`config.mk`:
```
export PLATFORM = sky130hd
export DESIGN_NAME = i2s_shift_engine_flat
export DESIGN_NICKNAME = d
export VERILOG_FILES = /design/src/rtl/i2s_pkg.sv /design/src/rtl/i2s_shift_engine_if.sv /design/src/rtl/i2s_shift_engine_bclk_gen.sv /design/src/rtl/i2s_shift_engine.sv /design/src/flat_wrapper.sv
export SDC_FILE = /design/constraint.sdc
export NUM_CORES = 1
export LEC_CHECK = 0
export BUFFER_PORTS_ARGS = -buffer_cell sky130_fd_sc_hd__buf_4
export CORE_ASPECT_RATIO = 1.1
export CORE_MARGIN = 5
export CORE_UTILIZATION = 25
export CTS_CLUSTER_DIAMETER = 100
export DETAILED_ROUTE_END_ITERATION = 10
export PLACE_DENSITY = 0.39
export REMOVE_ABC_BUFFERS = 1
export SLEW_MARGIN = 20
export SYNTH_ARGS = -nofsm -noshare
export SYNTH_HDL_FRONTEND = slang
export SYNTH_HIERARCHICAL = 1
export SYNTH_SLANG_ARGS = --single-unit
export TNS_END_PERCENT = 50
```
`constraint.sdc`:
```
create_clock -name clk -period 4.81 [get_ports clk]
set_input_delay 0.2405 -clock clk [delete_from_list [all_inputs] [get_ports clk]]
set_output_delay 0.2405 -clock clk [all_outputs]
set_load 0.05 [all_outputs]
```
`src/rtl/i2s_pkg.sv`:
```
// Shared constants and types for the I2S shift engine.
package i2s_pkg;
  localparam int FRAME_BITS = 64;
  localparam int SLOT_BITS  = 32;
  localparam int BITCNT_W   = 6;
  localparam logic [BITCNT_W-1:0] LOAD_BIT = BITCNT_W'(1);

  typedef struct packed {
    logic [SLOT_BITS-1:0] left;
    logic [SLOT_BITS-1:0] right;
  } frame_t;

  // SYNC: running but no frame start seen yet, so no capture is complete.
  typedef enum logic {ST_SYNC, ST_FRAME} eng_state_e;

  function automatic logic is_right_slot(input logic [BITCNT_W-1:0] b);
    return b[BITCNT_W-1];
  endfunction
endpackage

```
`src/rtl/i2s_shift_engine_if.sv`:
```
// FIFO-side bus between the shift engine (master) and the playback/capture FIFOs.
interface i2s_shift_engine_if;
  logic [63:0] playback_fifo_data;
  logic        playback_fifo_empty;
  logic        playback_fifo_read;
  logic [63:0] capture_fifo_data;
  logic        capture_fifo_write;
  logic        capture_fifo_full;

  modport master (
    input  playback_fifo_data, playback_fifo_empty, capture_fifo_full,
    output playback_fifo_read, capture_fifo_data, capture_fifo_write
  );
  modport slave (
    output playback_fifo_data, playback_fifo_empty, capture_fifo_full,
    input  playback_fifo_read, capture_fifo_data, capture_fifo_write
  );
endinterface

```
`src/rtl/i2s_shift_engine_bclk_gen.sv`:
```
// BCLK divider: toggles the bit clock every BCLK_DIV clks and flags each edge
// one clk ahead so the engine's registers change together with BCLK.
module i2s_bclk_gen #(
  parameter int BCLK_DIV = 4
) (
  input  logic clk,
  input  logic reset_n,
  input  logic enable,
  output logic bclk_o,
  output logic rise_stb_o,
  output logic fall_stb_o
);
  localparam int CW = (BCLK_DIV > 2) ? $clog2(BCLK_DIV) : 1;

  logic [CW-1:0] cnt_q, cnt_d;
  logic          bclk_q, bclk_d;
  logic          tc;

  assign tc         = enable && (cnt_q == CW'(BCLK_DIV-1));
  assign rise_stb_o = tc && !bclk_q;
  assign fall_stb_o = tc &&  bclk_q;
  assign bclk_o     = bclk_q;

  always_comb begin
    cnt_d  = cnt_q + CW'(1);
    bclk_d = bclk_q;
    if (!enable) begin
      cnt_d  = '0;
      bclk_d = 1'b0;
    end else if (tc) begin
      cnt_d  = '0;
      bclk_d = ~bclk_q;
    end
  end

  always_ff @(posedge clk or negedge reset_n) begin
    if (!reset_n) begin
      cnt_q  <= '0;
      bclk_q <= 1'b0;
    end else begin
      cnt_q  <= cnt_d;
      bclk_q <= bclk_d;
    end
  end
endmodule

```
`src/rtl/i2s_shift_engine.sv`:
```
// I2S master: serialises playback frames onto DACDAT and assembles ADCDAT into
// capture frames, with sticky underrun/overrun flags.
module i2s_shift_engine
  import i2s_pkg::*;
#(
  parameter int BCLK_DIV = 4
) (
  input  logic clk,
  input  logic reset_n,
  input  logic enable,
  input  logic clear_flags,
  i2s_shift_engine_if.master fifo,
  output logic i2s_bclk,
  output logic i2s_lrclk,
  output logic i2s_dacdat,
  input  logic i2s_adcdat,
  output logic underrun,
  output logic overrun
);
  logic rise_stb, fall_stb;

  i2s_bclk_gen #(.BCLK_DIV(BCLK_DIV)) u_bclk (
    .clk       (clk),
    .reset_n   (reset_n),
    .enable    (enable),
    .bclk_o    (i2s_bclk),
    .rise_stb_o(rise_stb),
    .fall_stb_o(fall_stb)
  );

  eng_state_e            st_q, st_d;
  logic [BITCNT_W-1:0]   b_q, b_d;
  logic                  lr_q, lr_d, dac_q, dac_d;
  logic [FRAME_BITS-1:0] pb_q, pb_d, cap_sh_q, cap_sh_d;
  frame_t                cap_q, cap_d;
  logic                  rd_q, rd_d, wr_q, wr_d;
  logic                  und_q, und_d, ovr_q, ovr_d;
  logic                  und_set, ovr_set;

  always_comb begin
    st_d     = st_q;
    b_d      = b_q;
    lr_d     = lr_q;
    dac_d    = dac_q;
    pb_d     = pb_q;
    cap_sh_d = cap_sh_q;
    cap_d    = cap_q;
    rd_d     = 1'b0;
    wr_d     = 1'b0;
    und_set  = 1'b0;
    ovr_set  = 1'b0;
    if (!enable) begin
      st_d     = ST_SYNC;
      b_d      = '1;
      lr_d     = 1'b1;
      dac_d    = 1'b0;
      pb_d     = '0;
      cap_sh_d = '0;
      cap_d    = '0;
    end else begin
      if (rise_stb) begin
        cap_sh_d = {cap_sh_q[FRAME_BITS-2:0], i2s_adcdat};
        // Sample during b=0 closes a frame only once a b=1 start has been seen.
        if (b_q == '0 && st_q == ST_FRAME) begin
          cap_d = frame_t'(cap_sh_d);
          if (fifo.capture_fifo_full) ovr_set = 1'b1;
          else                        wr_d    = 1'b1;
        end
      end
      if (fall_stb) begin
        b_d  = b_q + BITCNT_W'(1);
        lr_d = is_right_slot(b_d);
        if (b_d == LOAD_BIT) begin
          st_d = ST_FRAME;
          if (!fifo.playback_fifo_empty) begin
            pb_d  = fifo.playback_fifo_data;
            dac_d = fifo.playback_fifo_data[FRAME_BITS-1];
            rd_d  = 1'b1;
          end else begin
            pb_d    = '0;
            dac_d   = 1'b0;
            und_set = 1'b1;
          end
        end else begin
          dac_d = pb_q[FRAME_BITS-2];
          pb_d  = pb_q << 1;
        end
      end
    end
    und_d = und_set | (und_q & ~clear_flags);
    ovr_d = ovr_set | (ovr_q & ~clear_flags);
  end

  always_ff @(posedge clk or negedge reset_n) begin
    if (!reset_n) begin
      st_q     <= ST_SYNC;
      b_q      <= '1;
      lr_q     <= 1'b1;
      dac_q    <= 1'b0;
      pb_q     <= '0;
      cap_sh_q <= '0;
      cap_q    <= '0;
      rd_q     <= 1'b0;
      wr_q     <= 1'b0;
      und_q    <= 1'b0;
      ovr_q    <= 1'b0;
    end else begin
      st_q     <= st_d;
      b_q      <= b_d;
      lr_q     <= lr_d;
      dac_q    <= dac_d;
      pb_q     <= pb_d;
      cap_sh_q <= cap_sh_d;
      cap_q    <= cap_d;
      rd_q     <= rd_d;
      wr_q     <= wr_d;
      und_q    <= und_d;
      ovr_q    <= ovr_d;
    end
  end

  assign i2s_lrclk               = lr_q;
  assign i2s_dacdat              = dac_q;
  assign fifo.playback_fifo_read = rd_q;
  assign fifo.capture_fifo_data  = cap_q;
  assign fifo.capture_fifo_write = wr_q;
  assign underrun                = und_q;
  assign overrun                 = ovr_q;
endmodule

```
`src/flat_wrapper.sv`:
```
// flat-port wrapper written by rule: the top's interface ports become plain ports
module i2s_shift_engine_flat import i2s_pkg::*;
#(
  parameter int BCLK_DIV = 4
)
  (clk, reset_n, enable, clear_flags, i2s_bclk, i2s_lrclk, i2s_dacdat, i2s_adcdat, underrun, overrun, fifo_playback_fifo_data, fifo_playback_fifo_empty, fifo_capture_fifo_full, fifo_playback_fifo_read, fifo_capture_fifo_data, fifo_capture_fifo_write);
  i2s_shift_engine_if fifo_i ();
  input  logic clk;
  input  logic reset_n;
  input  logic enable;
  input  logic clear_flags;
  output logic i2s_bclk;
  output logic i2s_lrclk;
  output logic i2s_dacdat;
  input  logic i2s_adcdat;
  output logic underrun;
  output logic overrun;
  input wire logic [$bits(fifo_i.playback_fifo_data)-1:0] fifo_playback_fifo_data;
  input wire logic [$bits(fifo_i.playback_fifo_empty)-1:0] fifo_playback_fifo_empty;
  input wire logic [$bits(fifo_i.capture_fifo_full)-1:0] fifo_capture_fifo_full;
  output wire logic [$bits(fifo_i.playback_fifo_read)-1:0] fifo_playback_fifo_read;
  output wire logic [$bits(fifo_i.capture_fifo_data)-1:0] fifo_capture_fifo_data;
  output wire logic [$bits(fifo_i.capture_fifo_write)-1:0] fifo_capture_fifo_write;
  assign fifo_i.playback_fifo_data = fifo_playback_fifo_data;
  assign fifo_i.playback_fifo_empty = fifo_playback_fifo_empty;
  assign fifo_i.capture_fifo_full = fifo_capture_fifo_full;
  assign fifo_playback_fifo_read = fifo_i.playback_fifo_read;
  assign fifo_capture_fifo_data = fifo_i.capture_fifo_data;
  assign fifo_capture_fifo_write = fifo_i.capture_fifo_write;
  i2s_shift_engine #(.BCLK_DIV(BCLK_DIV)) u_core (.clk(clk), .reset_n(reset_n), .enable(enable), .clear_flags(clear_flags), .fifo(fifo_i), .i2s_bclk(i2s_bclk), .i2s_lrclk(i2s_lrclk), .i2s_dacdat(i2s_dacdat), .i2s_adcdat(i2s_adcdat), .underrun(underrun), .overrun(overrun));
endmodule
```
==> qor.txt, run 1 <==
Run status: completed
Worst EP arrival: 3.36 ns
H-tree depth: 1
WP data required: 5.27 ns
Drt total wl: 23,130 um
GRT met1 Usage: 14.76%
Via count: 6,298
Synth top area cells: dfrtp_1 (53%), mux2i_1 (13%), nand2_1 (5.5%)
Placed cell count: 1,348
Compound-Gate Fraction of Synth Area: 14.91%
Bufs on Longest Clock Path: 3
Pwr Total: 3.856 mW
Clock Latency Late Sink: 0.52 ns
Area of the mapped netlist: 9309 um2
Gp weighted congestion: 0.6454
Number of global-route vias before repair: 6,915
Combinational share of power: 5.5%
P_leak: 5.014 nW
Final Net Count: 1,025
EDFF count, synth: 0
Worst slew margin: 39.78%
Flop pwr share: 44.9%
First-pass GRT wire length: 38,050 um
Number of synthesized register bits: 205
Initial DRT Pass Iterations: 4
Fin area: 12,200 um2
Initial Util: 25.20%
VDD IR max: 228.8 uV
Fin Clk Skew: 0.01701 ns
Max-slew violations: 0
RSZ-0062 raised after global routing: no
Largest family of logic cells by synthesized area: compound AO/OA/AOI/OAI gates
Min-Delay Path Class: in2reg
TritonCTS clock tree: yes
Syn avg cell area: 12.20 um2
Largest net degree at the start of global routing: 123
Wirelength per Cell: 15.82 um
Final setup viols: 0
Crit path max fanout: 64
Chip height: 212.4 um
Post-synthesis mux area share: 13.12%
Post-synthesis cell type count: 43
Die width: 194.0 um
Clock buffer count from CTS: 27
Core area: 36,940 um2
Top FF cell, synth: dfrtp_1
Area growth syn-to-layout: 31.09%
Async S/R FF share, synth: 100.0%
Core Rows: 74
Initial antenna violation count: 0
FMAX: 344.8 MHz
Seq/Total Area, Yosys: 55.19%
Global-route met3 utilization: 2.330%
Violation count after the first detailed-route iteration: 204
Most frequent cells in the layout: dfrtp_1 (199), buf_4 (148), nand2_1 (136)
Final ANT Viol Nets: 0
Syn Inst Count: 763
Post-synthesis xor/xnor area fraction: 0.5645%
Psw: 0.8577 mW
Total global-route track usage: 11.04%
Met2 GRT Util: 18.52%
Ant diodes: 0
Synth Area in Simple Gates: 11.32%
Crit start category: flip-flop
Placed cell areas: 10,690 um2
Switch share: 22.24%
Root Driver: clkbuf_16
Worst hold slack: 0.04592 ns
Cell Count, Final, Fillers Out: 1,462
Worst Max-Slew Pin Slew: 0.9033 ns
Synth area leader: dfrtp_1
Final period utilization: 60.30%
Post-synth top area share: 53.49%
GR peak layer: met2
Layout cells sized above 1: 24.48%
Final HPWL DP: 13,710 um
CP Capture Type: flip-flop
Setup CP Type: reg2reg
Adder-Cell Fraction of Synth Area: 0.4032%
Min cycle time layout: 2.900 ns
PostCTS Resize Cnt: 0
Pwr dens: 316.0 nW/um2
Commonest non-fill, non-tap cell in the layout: dfrtp_1
Clk sink count: 205
Synth Warn #: 6
Final hold violations: 0
# Max-Cap Violations: 0
DR vias/cell: 4.308
IO buf count: 141
Overflow after GRT: 0
Drt drc: 0
Clock power share: 49.6%
I/O pin count: 142
Internal power: 2.998 mW
Die area: 41,200 um2
CTS clk-pin slew, worst paths: 0.06 ns
-- cells in the mapped netlist, drive strengths merged, types with 3 or more instances --
cell,count
a32o,6
nand2,136
nor2b,65
o21ai,3
o2bb2ai,59
dfrtp,199
a21boi,64
dfstp,6
buf,32
ha,3
mux2i,122
xnor2,3
nand4,3
xor2,3
a221o,4
clkbuf,26
and3,4
inv,3
-- per-stage QoR --
step / setup TNS, ns / worst slack (ns) / util (%)
6_report: 0 / 1.910 / 33.03
5_1_grt: 0 / 1.631 / 33.03
4_1_cts: 0 / 1.798 / 33.03
3_5_place_dp: 0 / 1.628 / 28.93
3_3_place_gp: 0 / 1.637 / 28.93
2_1_floorplan: -312.35 / -3.058 / -
-- registers in the layout, indices dropped and copies added (netlist names) --
name                            count
u_core/fifo.capture_fifo_data      64
u_core/cap_sh_q                    63
u_core/pb_q                        63
u_core/b_q                          6
u_core/u_bclk/cnt_q                 2
u_core/fifo.capture_fifo_write      1
u_core/fifo.playback_fifo_read      1
u_core/i2s_dacdat                   1
u_core/overrun                      1
u_core/st_q                         1
u_core/u_bclk/bclk_o                1
u_core/underrun                     1
-- power groups by stage --
stage          clock network, mW  logic [mW]  registers [mW]
6_report                    1.91       0.211            1.73
5_1_grt                     2.09       0.234            1.73
4_1_cts                     2.01       0.221            1.73
3_5_place_dp                   0       0.176            1.76
3_3_place_gp                   0       0.177            1.76
2_1_floorplan                  0      0.0525            1.76
-- final timing paths --
check | slack [ns] | startpoint | depth (start not counted) | to
max | 1.91 | u_core/u_bclk/cnt_q[0] | 6 | u_core/pb_q[62]
min | 0.05 | clear_flags | 3 | u_core/overrun
max reg2reg | 1.91 | u_core/u_bclk/cnt_q[0] | 6 | u_core/pb_q[62]
min reg2reg | 0.44 | u_core/u_bclk/cnt_q[0] | 1 | u_core/u_bclk/cnt_q[0]
max in group asynchronous | 3.40 | reset_n | 3 | u_core/pb_q[23]
min in group asynchronous | 0.29 | reset_n | 2 | u_core/fifo.capture_fifo_data[62]
-- final cells by class --
| class | instances | area, um2 |
|---|---|---|
| clock buffer | 37 | 733.2 |
| clock inverter | 9 | 101.3 |
| fill | 3750 | 24740 |
| inverter | 3 | 11.26 |
| multi-input combinational | 496 | 3775 |
| sequential | 205 | 5137 |
| tap | 494 | 618.1 |
| timing repair buffer | 218 | 1827 |
-- logic make-up after synthesis --
family,count (synthesis)
and+or+nand+nor,220
DFF,205
AOI/OAI and AO/OA,145
muxes,122
buffers and inverters,62
xor gates and xnor gates,6
adders and majority gates,3
-- worst max-delay path: stages, from the launching register on --
cell and delay (ns):
dfrtp_1 0.35, ha_1 0.25, and3_4 0.64, nand2_1 0.28
nor4b_4 0.29, buf_4 0.73, a221o_2 0.28
-- routing by layer --
layer,vias up,part of all wire (%)
li1,3039,-
met1,3097,46
met2,132,47
met3,30,5.1
met4,0,1.7
met5,-,0
-- repair_timing --
action / CTS / global route
setup endpoints to repair: 0 / 0
buffers inserted: 0 / 0
hold endpoints to repair: 152 / 0
hold buffers: 68 / 0
No activity file was read; power rests on OpenSTA's default activity.
==> run 2, diff against run 1 <==
- ABC_AREA: default -> 1
- PLACE_DENSITY: 0.39 -> 0.38
- clock period: 4.81 -> 2.9 ns (I/O delays scaled with it)
==> run 2 against run 1 <==
Compared with the run above: sequential power is 66% higher; combinational power rose to 2.7 times the previous value; total power up 77%; first-iteration DRC count up 75%; design area up 2.7%; clock skew down 0.0093 ns; synthesized area is 1.9% higher; critical path depth up 2; count of clock-buffer cells in the layout unchanged; highest routed layer unchanged.
==> qor.txt, run 2 <==
Clock Latency Late Sink: 0.52 ns (about the same)
Min-Delay Path Class: in2reg (unchanged)
Setup CP Type: reg2reg (unchanged)
Worst Max-Slew Pin Slew: 0.8948 ns (was 0.9033 ns)
Final Net Count: 1,400 (was 1,025)
WP data required: 3.33 ns (was 5.27 ns)
Post-synthesis cell type count: 33 (was 43)
Gp weighted congestion: 0.7138 (was 0.6454)
H-tree depth: 1 (unchanged)
# Max-Cap Violations: 0 (unchanged)
Async S/R FF share, synth: 100.0% (unchanged)
Final ANT Viol Nets: 0 (unchanged)
CTS clk-pin slew, worst paths: 0.06 ns (about the same)
Synth Warn #: 6 (unchanged)
Worst R2R Setup Slack: 0.64 ns (was 1.91 ns)
Placed cell areas: 10,940 um2 (was 10,690 um2)
Bufs on Longest Clock Path: 3 (unchanged)
Initial DRT Pass Iterations: 4 (unchanged)
RSZ-0062 raised after global routing: no (unchanged)
Syn Inst Count: 1,149 (was 763)
Drt total wl: 26,770 um (was 23,130 um)
Final HPWL DP: 16,010 um (was 13,710 um)
Worst EP arrival: 2.69 ns (was 3.36 ns)
P_leak: 6.415 nW (was 5.014 nW)
FMAX: 442.0 MHz (was 344.8 MHz)
Min cycle time layout: 2.263 ns (was 2.900 ns)
Via count: 7,939 (was 6,298)
Fin Clk Skew: 0.007678 ns (was 0.01701 ns)
Worst path slowest cell: buf_4 (unchanged)
DR vias/cell: 4.319 (was 4.308)
Pwr dens: 544.9 nW/um2 (was 316.0 nW/um2)
Seq/Total Area, Yosys: 54.18% (was 55.19%)
Initial antenna violation count: 0 (unchanged)
Number of synthesized register bits: 205 (unchanged)
Max-slew violations: 0 (unchanged)
Final hold violations: 0 (unchanged)
IO buf count: 141 (unchanged)
Synth top area cells: dfrtp_1 (53%), nand2_1 (15%), nand3_1 (12%) (was dfrtp_1 (53%), mux2i_1 (13%), nand2_1 (5.5%))
Total global-route track usage: 12.65% (was 11.04%)
Largest net degree at the start of global routing: 109 (was 123)
Die area: 41,930 um2 (was 41,200 um2)
Violation count after the first detailed-route iteration: 358 (was 204)
Clk sink count: 205 (unchanged)
Run status: completed (unchanged)
Most frequent cells in the layout: nand2_1 (370), nand3_1 (231), dfrtp_1 (199) (was dfrtp_1 (199), buf_4 (148), nand2_1 (136))
Synth area leader: dfrtp_1 (unchanged)
Root Driver: clkbuf_16 (unchanged)
PostCTS Resize Cnt: 0 (unchanged)
Commonest non-fill, non-tap cell in the layout: nand2_1 (was dfrtp_1)
Worst setup margin: 0.6373 ns (was 1.910 ns)
Global-route met3 utilization: 2.168% (was 2.330%)
Number of filler cells placed in the layout: 3,955 (was 3,750)
Die width: 195.7 um (was 194.0 um)
Crit start category: flip-flop (unchanged)
Number of global-route vias before repair: 8,410 (was 6,915)
Fin area: 12,530 um2 (was 12,200 um2)
Commonest cells in the netlist: nand2_1 (371), nand3_1 (232), dfrtp_1 (199) (was dfrtp_1 (199), nand2_1 (136), mux2i_1 (122))
Initial Util: 25.41% (was 25.20%)
Top FF cell, synth: dfrtp_1 (unchanged)
Core Rows: 74 (unchanged)
Post-synth top area share: 52.52% (was 53.49%)
Met2 GRT Util: 21.68% (was 18.52%)
Core area: 37,310 um2 (was 36,940 um2)
Wirelength per Cell: 14.57 um (was 15.82 um)
Crit-path cells: inv_1 -> ha_1 -> inv_1 -> nor4_2 -> nand3_4 -> buf_4 -> nand3_1 -> o21ai_0 (was ha_1 -> and3_4 -> nand2_1 -> nor4b_4 -> buf_4 -> a221o_2)
Worst path most repeated cell: inv_1
Syn avg cell area: 8.252 um2 (was 12.20 um2)
Clock buffer count from CTS: 26 (was 27)
First-pass GRT wire length: 44,920 um (was 38,050 um)
Max reg flops: 64 (unchanged)
Worst path max stage delay: 0.62 ns (was 0.73 ns)
VDD IR max: 401.6 uV (was 228.8 uV)
Setup_tns: 0 ns (unchanged)
Worst slew margin: 40.35% (was 39.78%)
Overflow after GRT: 0 (unchanged)
Area growth syn-to-layout: 32.20% (was 31.09%)
GR peak layer: met2 (unchanged)
Area of the mapped netlist: 9482 um2 (was 9309 um2)
EDFF count, synth: 0 (unchanged)
GRT met1 Usage: 17.17% (was 14.76%)
Layout cells sized above 1: 17.93% (was 24.48%)
Worst slack at placement: 0.6165 ns (was 1.628 ns)
Most frequent cell after synthesis: nand2_1 (was dfrtp_1)
Final setup viols: 0 (unchanged)
CP Capture Type: flip-flop (unchanged)
Drt drc: 0 (unchanged)
Chip height: 214.3 um (was 212.4 um)
Final period utilization: 78.02% (was 60.30%)
I/O pin count: 142 (unchanged)
TritonCTS clock tree: yes (unchanged)
Ant diodes: 0 (unchanged)
Crit path max fanout: 83 (was 64)
-- run 2: cell count changes in the layout (fill, tap and decap cells not counted), moves of 10 or more --
cell | before | now
nand2_1 | 136 | 370
nor2b_1 | 65 | 0
a21boi_0 | 25 | 0
o2bb2ai_2 | 29 | 0
o21ai_0 | 3 | 51
o22ai_1 | 0 | 25
nand3_1 | 1 | 231
mux2i_1 | 122 | 0
nand2_2 | 0 | 14
a21boi_1 | 39 | 0
o2bb2ai_1 | 30 | 0
nor2_1 | 1 | 11
inv_1 | 3 | 123
-- run 2: repair_timing --
action                                 CTS  global route
setup buffers                            0             0
endpoints found under the hold margin  148             0
hold buffers                            68             0
-- run 2: layout make-up --
type	instances	area [um2]	area share (%)
clock buffer	37	793.3	6.329
timing repair buffer	228	1989	15.87
tap	494	618.1	4.931
inverter	126	473.0	3.773
clock inverter	9	120.1	0.9583
sequential	205	5137	40.99
multi-input combinational	739	3403	27.15
-- run 2: critical path, delay by kind of cell (launching register included) --
family,cells,cell delay (ns)
simple gates,3,0.32
flops,1,0.57
buf+inv,3,0.86
fa+ha+maj,1,0.20
compound gates,1,0.12
-- run 2: cells by family (layout without fill, tap and decap cells) --
group	after synthesis	after routing	synth area share, %
and+or+nand+nor	643	643	29.82
DFF	205	205	54.18
buffers and inverters	205	400	10.16
AOI/OAI and AO/OA	93	93	5.437
adders and majority gates	3	3	0.3959
-- run 2: through the flow --
step	cells	util [%]	power (mW)	hold slack, ns
after CTS	1838	33.59	6.992	0.002546
after detailed placement	1724	29.32	3.436	0.2371
after global routing	1838	33.59	7.147	0.05708
final	1838	33.59	6.830	0.01992
after floorplan	1070	-	3.124	-0.1506
after global placement	1724	29.32	3.438	0.2400
-- run 2: layer usage --
layer | wire, um | part of all wire (%)
met5 | 0 | 0
met1 | 12690 | 47
met4 | 251 | 0.94
met2 | 12630 | 47
met3 | 1206 | 4.5
-- run 2: power by group --
part / internal, mW / switching, mW / total, mW
combinational: 0.210 / 0.352 / 0.562
sequential: 2.87 / 0.00616 / 2.88
clock: 2.15 / 1.24 / 3.39
total: 5.23 / 1.60 / 6.83
-- run 2: worst paths after layout --
kind / cells after the start / end / start
worst max-delay path: 8 / u_core/fifo.capture_fifo_data[25] / u_core/b_q[0]
worst min-delay path: 5 / u_core/pb_q[37] / fifo_playback_fifo_data[37]
worst max register to register: 8 / u_core/fifo.capture_fifo_data[25] / u_core/b_q[0]
worst min register to register: 1 / u_core/u_bclk/cnt_q[0] / u_core/u_bclk/cnt_q[0]
max in group asynchronous: 3 / u_core/fifo.capture_fifo_data[57] / reset_n
min in group asynchronous: 2 / u_core/fifo.capture_fifo_data[41] / reset_n
